$ cat src/rtl/pfrv_pkg.sv
// Shared pipeline types and constants for the pfrv RV64 core.
// The optional FETCH_MISALIGN_EN macro adds a misalign flag to the IF/ID record.
package pfrv_pkg;

  localparam int XLEN    = 64;
  localparam int IMEM_AW = 6;
  localparam logic [31:0] NOP_INSTR = 32'h0000_0013;

  typedef struct packed {
    logic [XLEN-1:0] pc;
    logic [XLEN-1:0] pc4;
    logic [31:0]     instr;
    logic            valid;
`ifdef FETCH_MISALIGN_EN
    logic            misalign;
`endif
  } ifid_t;

  // Bubble record: a NOP that is not a real instruction, tagged with a PC.
  function automatic ifid_t ifid_bubble(input logic [XLEN-1:0] pc);
    ifid_t b;
    b       = '0;
    b.pc    = pc;
    b.pc4   = pc + 64'd4;
    b.instr = NOP_INSTR;
    b.valid = 1'b0;
    return b;
  endfunction

endpackage

$ cat src/rtl/fetch_stage_ifid_reg.sv
// IF/ID pipeline register with load, hold and flush; async reset to the bubble.
// Flush has priority over load so a redirect always kills the captured word.
module ifid_reg
  import pfrv_pkg::*;
(
  input  logic            clk,
  input  logic            reset,
  input  logic            load_i,
  input  logic            flush_i,
  input  logic [XLEN-1:0] flush_pc_i,
  input  ifid_t           d_i,
  output ifid_t           q_o
);

  ifid_t q_q;
  ifid_t q_d;

  // Next-state selection: flush, load, or hold.
  always_comb begin
    q_d = q_q;
    if (flush_i) begin
      q_d = ifid_bubble(flush_pc_i);
    end else if (load_i) begin
      q_d = d_i;
    end else begin
      q_d = q_q;
    end
  end

  // State register.
  always_ff @(posedge clk or posedge reset) begin
    if (reset) begin
      q_q <= ifid_bubble({XLEN{1'b0}});
    end else begin
      q_q <= q_d;
    end
  end

  assign q_o = q_q;

endmodule

$ cat src/rtl/fetch_stage.sv
// RV64 instruction-fetch stage: owns the PC, addresses the ROM, fills IF/ID.
// Define FETCH_MISALIGN_EN to add the ifid_misalign_o output.
module fetch_stage
  import pfrv_pkg::*;
#(
  parameter int           N        = 64,
  parameter int           IMEM_AW  = 6,
  parameter logic [N-1:0] RESET_PC = 64'h0
) (
  input  logic               clk,
  input  logic               reset,
  input  logic               stall_i,
  input  logic               redirect_i,
  input  logic [N-1:0]       redirect_pc_i,
  output logic [IMEM_AW-1:0] imem_addr_o,
  input  logic [31:0]        imem_q_i,
  output logic [N-1:0]       ifid_pc_o,
  output logic [N-1:0]       ifid_pc4_o,
  output logic [31:0]        ifid_instr_o,
`ifdef FETCH_MISALIGN_EN
  output logic               ifid_misalign_o,
`endif
  output logic               ifid_valid_o
);

  logic [N-1:0] pc_q;
  logic [N-1:0] pc_d;
  logic         first_q;
  logic         load_s;
  logic         flush_s;
  ifid_t        ifid_d;
  ifid_t        ifid_q;

  // PC next-state and IF/ID control; redirect beats stall beats advance.
  always_comb begin
    pc_d    = pc_q;
    load_s  = 1'b0;
    flush_s = 1'b0;
    if (redirect_i) begin
      pc_d    = redirect_pc_i;
      flush_s = 1'b1;
    end else if (stall_i) begin
      // A stall on the very first edge keeps IF/ID a bubble.
      flush_s = first_q;
    end else begin
      pc_d   = pc_q + 64'd4;
      load_s = 1'b1;
    end
  end

  // Record captured into IF/ID on a normal advance.
  always_comb begin
    ifid_d       = '0;
    ifid_d.pc    = XLEN'(pc_q);
    ifid_d.pc4   = XLEN'(pc_q + 64'd4);
    ifid_d.instr = imem_q_i;
    ifid_d.valid = 1'b1;
`ifdef FETCH_MISALIGN_EN
    ifid_d.misalign = |pc_q[1:0];
`endif
  end

  // Program counter and first-edge flag.
  always_ff @(posedge clk or posedge reset) begin
    if (reset) begin
      pc_q    <= RESET_PC;
      first_q <= 1'b1;
    end else begin
      pc_q    <= pc_d;
      first_q <= 1'b0;
    end
  end

  ifid_reg u_ifid_reg (
    .clk        (clk),
    .reset      (reset),
    .load_i     (load_s),
    .flush_i    (flush_s),
    .flush_pc_i (XLEN'(pc_q)),
    .d_i        (ifid_d),
    .q_o        (ifid_q)
  );

  assign imem_addr_o  = pc_q[IMEM_AW+1:2];
  assign ifid_pc_o    = N'(ifid_q.pc);
  assign ifid_pc4_o   = N'(ifid_q.pc4);
  assign ifid_instr_o = ifid_q.instr;
  assign ifid_valid_o = ifid_q.valid;
`ifdef FETCH_MISALIGN_EN
  assign ifid_misalign_o = ifid_q.misalign;
`endif

endmodule

$ cat config.mk
export PLATFORM = sky130hd
export DESIGN_NAME = fetch_stage
export DESIGN_NICKNAME = d
export VERILOG_FILES = /design/src/rtl/pfrv_pkg.sv /design/src/rtl/fetch_stage_ifid_reg.sv /design/src/rtl/fetch_stage.sv
export SDC_FILE = /design/constraint.sdc
export NUM_CORES = 1
export LEC_CHECK = 0
export BUFFER_PORTS_ARGS = -buffer_cell sky130_fd_sc_hd__buf_2
export CORE_AREA = 2 2 192 194
export CTS_BUF_LIST = sky130_fd_sc_hd__clkbuf_4
export CTS_CLUSTER_DIAMETER = 80
export DETAILED_ROUTE_END_ITERATION = 16
export DIE_AREA = 0 0 194 196
export HOLD_SLACK_MARGIN = 0.08
export SYNTH_ARGS = -nofsm -noshare
export SYNTH_HDL_FRONTEND = slang
export SYNTH_SLANG_ARGS = --single-unit
$ cat constraint.sdc
create_clock -name clk -period 9 [get_ports clk]
set_clock_uncertainty 0.05 [all_clocks]
set_input_delay 1.8 -clock clk [delete_from_list [all_inputs] [get_ports clk]]
set_output_delay 1.8 -clock clk [all_outputs]
set_load 0.02 [all_outputs]
### Word-level counts from Yosys, hierarchy flattened

Cells that the tools add are included.
Widths: inputs -> output; s select.

| storage, ports and cells | value |
|---|---|
| bits in registers | 226 |
| input port bits | 100 |
| output and inout bits | 167 |
| logic and storage cells | 17 |

| operators by class | value |
|---|---|
| add/subtract/negate cells | 1 |
| equality and inequality tests | 1 |
| multiplexer cells | 8 |
| reductions and logical operators | 1 |

Operators by type and width:

| cell | number |
|---|---|
| $mux 161 | 2 |
| $mux 64 | 2 |
| $add 64x3->64 const B | 1 |
| $mux 1 | 4 |
| $ne 2x1->1 const B | 1 |
| $reduce_bool 2->1 | 1 |

### Longest topological paths before layout

| depth | value |
|---|---|
| depth in word-level cells | 4 |
| gate-level depth with buffers | 8 |

### Cells and area by module

A second synthesis with hierarchy kept.

| unflattened totals | value |
|---|---|
| cells, all modules | 1515 |
| area, all modules | 13427.9 sq um |

By module, submodules not included:

| module | times used | cells each | area each (sq um) | seq. area each (sq um) |
|---|---|---|---|---|
| ifid_reg | 1 | 897 | 8580.7 | 4033.9 |
| fetch_stage | 1 | 618 | 4847.1 | 1627.8 |

### Least setup slack after synthesis

Ideal clock, no wire load.

| timing | value |
|---|---|
| path type | in2reg |
| start | input port redirect_i |
| end | register u_ifid_reg.q_q (netlist bit u_ifid_reg.q_o[92]) |
| setup time | 0.137 ns |
| arrival time | 2.990 ns |
| slack | 5.823 ns |
| cell stages on the path | 4 |
| buffers on the path | 2 |
| cell sequence | nor3b_1 -> clkbuf_1 -> buf_1 -> o21ai_0 |

| on the way | value |
|---|---|
| cells in the longest elaborated chain, start to end | 2 |
| elaborated cells on any way between the ends | 4 |

Ends and longest elaborated chain:

| what | RTL line | source |
|---|---|---|
| start: declaration | fetch_stage.sv:13 | `input logic redirect_i,` |
| $mux 1 | fetch_stage.sv:39 | `if (redirect_i) begin` |
| $mux 161 or $reduce_bool 2->1 (tied branches) | n/a |  |
| end signal: assignment | fetch_stage_ifid_reg.sv:33 | `q_q <= ifid_bubble({XLEN{1'b0}});` |
| end signal: assignment | fetch_stage_ifid_reg.sv:35 | `q_q <= q_d;` |
| end: declaration | fetch_stage_ifid_reg.sv:15 | `ifid_t q_q;` |

Several ways; a longest one is shown, not always the timed one.
A chain may end at the register's enable or synchronous reset.

### Worst setup path after layout

| timing | value |
|---|---|
| start | input port stall_i |
| end | register u_ifid_reg.q_q (netlist bit u_ifid_reg.q_o[92]) |

| on the way | value |
|---|---|
| cells in the longest elaborated chain, start to end | 3 |
| elaborated cells on any way between the ends | 6 |

Ends and longest elaborated chain:

| what | RTL line | source |
|---|---|---|
| start: declaration | fetch_stage.sv:12 | `input logic stall_i,` |
| $mux 1 | fetch_stage.sv:42 | `end else if (stall_i) begin` |
| $mux 1 | fetch_stage.sv:39 |  |
| $mux 161 or $reduce_bool 2->1 (tied branches) | n/a |  |

Several ways; a longest one is shown, not always the timed one.

==> impl_metrics.toml <==
[setup_path]
cp.required_ns = 9.45
worstPathArrival_ns = 4.49
crit_type = "primary input to flip-flop"
end_kind = "flip-flop"
critPathLaunchType = "primary input"
critPathMaxFanout = 108

[yosys]
synthesis.nets = 1255
synth-seq-area-share_pct = 52.5
synth_area_leaders = "dfrtp_1 51%, nand2_1 12%, xnor2_1 6.5%"
synth_largest_area_cell = "dfrtp_1"
synth_top_area_share_pct = 51.3
synth_ff_type = "dfrtp_1"
async_flop_share_pct = 100
yosysWarnings = 0
ys_types = 48
synth_edf_count = 0
avgSynthCellArea_sq_um = 9.26
synth-seq-cells = 224
syn-cell-area_sq_um = 10700
netlist_instances = 1154

[place]
gp_congestion = 0.802
hpwl_um = 22300
dp.cells = 1796
port_buffers = 266
placed_area_sq_um = 12200

[timing]
rsz0062_at_grt = "no"
setup_tns_ns = 0
worst_slew_pin_slew_ns = 1.25
fmax_ghz = 0.247
finalCritPeriodShare_pct = 44.9
report.final.slew_viol_count = 0
fin_hold_ws_ns = 0.411
hold_viol = 0
period_needed_ns = 4.04
slew_headroom_pct = 16.5
finalSetupViolCount = 0

[global_route]
grt_use_met1_pct = 22.6
grt.total_usage_pct = 17.1
grt_pass1_vias = 9008
grt_max_degree = 111
grtUsageMet3_pct = 5.91
grt_pass1_wl_um = 51200
grt_use_met2_pct = 26.0
grt_overflow = 0
gr-max-usage-layer = "met2"
antenna_found_initial = 8

[floorplanning]
core_sq_um = 36100
die_y_um = 196
rows = 70
pin_count = 267
start_util_pct = 29.6
dieArea_sq_um = 38000
die_w_um = 194

[power_and_ir_drop]
finalPower_mw = 2.66
powerDensity_nw_per_um2 = 202
power.leakage_nw = 6.04
irDropWorstVdd_uv = 91.2

[cells_and_area]
area_growth_pct = 23.2
final_nets = 1498
final_cells = 1924
fin_area_sq_um = 13200
drive_gt1_share_pct = 29.3

[job]
maxCapViolations = 0

[routing]
firstDrtPassIters = 5
drt_iter0_drc = 368
wl_um = 32500
routedWlPerCell_um = 16.9
ant_nets = 0
drc_errors = 0
via_per_inst = 4.69
vias = 9030

[clocking]
cts_setup_buffers = 0
postCtsHoldBufs = 0
cts_tree = "built"
clock_sinks = 224
path_clk_slew_ns = 0.06
clk_path_buf_depth = 3
numCtsBuffers = 67
htree_levels = 3
root_buffer = "clkbuf_4"
clk_latency_ns = 0.69
cts_resized = 0

[worst_hold_path]
hp-class = "flip-flop to flip-flop"

[run_status]
status = "complete, no violations"
placed cells by master (no fill, tap or decap), types with 2 or more instances in the layout:
cell type and n:
nand3_4 2, and2_1 5, dfrtp_1 219, clkbuf_4 105, buf_2 265, a22o_1 29
mux2_2 3, o21ai_1 42, o21ai_0 76, clkinv_1 12, o32a_1 3, xnor2_1 79
or3_1 2, bufinv_16 2, nand4b_1 2, or4_4 2, nand4_1 26, nor2b_1 2
nor3_1 31, nor4_2 4, a21oi_1 6, nand2_2 2, diode_2 6, and3_1 9
clkinv_2 2, nor4_4 6, nand4_2 2, buf_4 10, nand3_1 26, nor4_1 9
dfstp_2 5, inv_1 3, nand3b_1 2, xor2_1 42, and4_1 3, nor3_2 7
nand4_4 2, nand2_1 339, nor2_1 50
flip-flops by register name, summed over array words and instances, names as in the netlist:
signal	count
first_q	1
pc_q	64
u_ifid_reg.q_o	159
per-stage QoR:
stage | setup slack (ns) | utilization [%]
finish | 4.96 | 36.5
global route | 4.79 | 36.5
CTS | 4.99 | 36.4
detailed placement | 4.25 | 33.9
global placement | 4.38 | 33.9
floorplan | 1.02 | -
cells in the mapped netlist, drive strengths merged, types with 2 or more instances:
cell type,count
a21oi,6
a22o,29
and2,5
and3,9
and4,3
buf,37
clkbuf,64
dfrtp,219
dfstp,5
inv,4
mux2,3
nand2,341
nand3,28
nand3b,2
nand4,30
nand4b,2
nor2,51
nor2b,2
nor3,38
nor3b,2
nor4,19
o21ai,118
o32a,3
or3,2
or4,3
xnor2,79
xor2,42
cells by family after synthesis:
family          synth area share, %
compound gates                 8.61
simple gates                   24.0
fa+ha+maj                     0.117
flops                          52.5
xor+xnor                       9.92
other cells                  0.0351
mux                           0.410
buf+inv                        4.37
path summary, 6_finish.rpt:
| path | startpoint | to | slack (ns) | cells after the start |
|---|---|---|---|---|
| min in group asynchronous | reset | u_ifid_reg.q_o[129]$_DFFE_PP0P_ | 1.19 | 2 |
| max reg2reg | pc_q[2]$_DFFE_PP0N_ | pc_q[62]$_DFFE_PP0N_ | 5.91 | 7 |
| max | stall_i | u_ifid_reg.q_o[92]$_DFFE_PP0P_ | 4.96 | 6 |
| max in group asynchronous | reset | pc_q[15]$_DFFE_PP0N_ | 6.34 | 3 |
| min | u_ifid_reg.q_o[144]$_DFFE_PP0P_ | u_ifid_reg.q_o[144]$_DFFE_PP0P_ | 0.41 | 2 |
| min reg2reg | u_ifid_reg.q_o[144]$_DFFE_PP0P_ | u_ifid_reg.q_o[144]$_DFFE_PP0P_ | 0.41 | 2 |
critical path, stage by stage:
cell     delay, ns
buf_2         0.08
buf_4         0.57
nor3b_2       0.32
buf_4         0.47
buf_4         0.85
o21ai_0       0.23
final cells by class:
type | count | area (sq um)
Multi-Input combinational cell | 825 | 4620
Inverter | 4 | 22.5
Clock buffer | 105 | 788
Fill cell | 3782 | 22900
Sequential cell | 224 | 5610
Clock inverter | 17 | 123
Tap cell | 468 | 586
Timing Repair Buffer | 275 | 1400
Antenna cell | 6 | 15.0
power by group:
part           switching (mW)  internal [mW]
combinational           0.255          0.140
clock                   0.470          0.588
sequential              0.100           1.10
total                   0.826           1.83
routing by layer:
| metal | vias to the layer above | part of all wire, % | routed length [um] |
|---|---|---|---|
| li1 | 4354 | - | - |
| met1 | 4332 | 44 | 14200 |
| met2 | 277 | 46 | 14900 |
| met3 | 61 | 8.0 | 2600 |
| met4 | 6 | 2.2 | 712 |
| met5 | - | 0.10 | 34 |
Power figures use the tool's default switching activity.
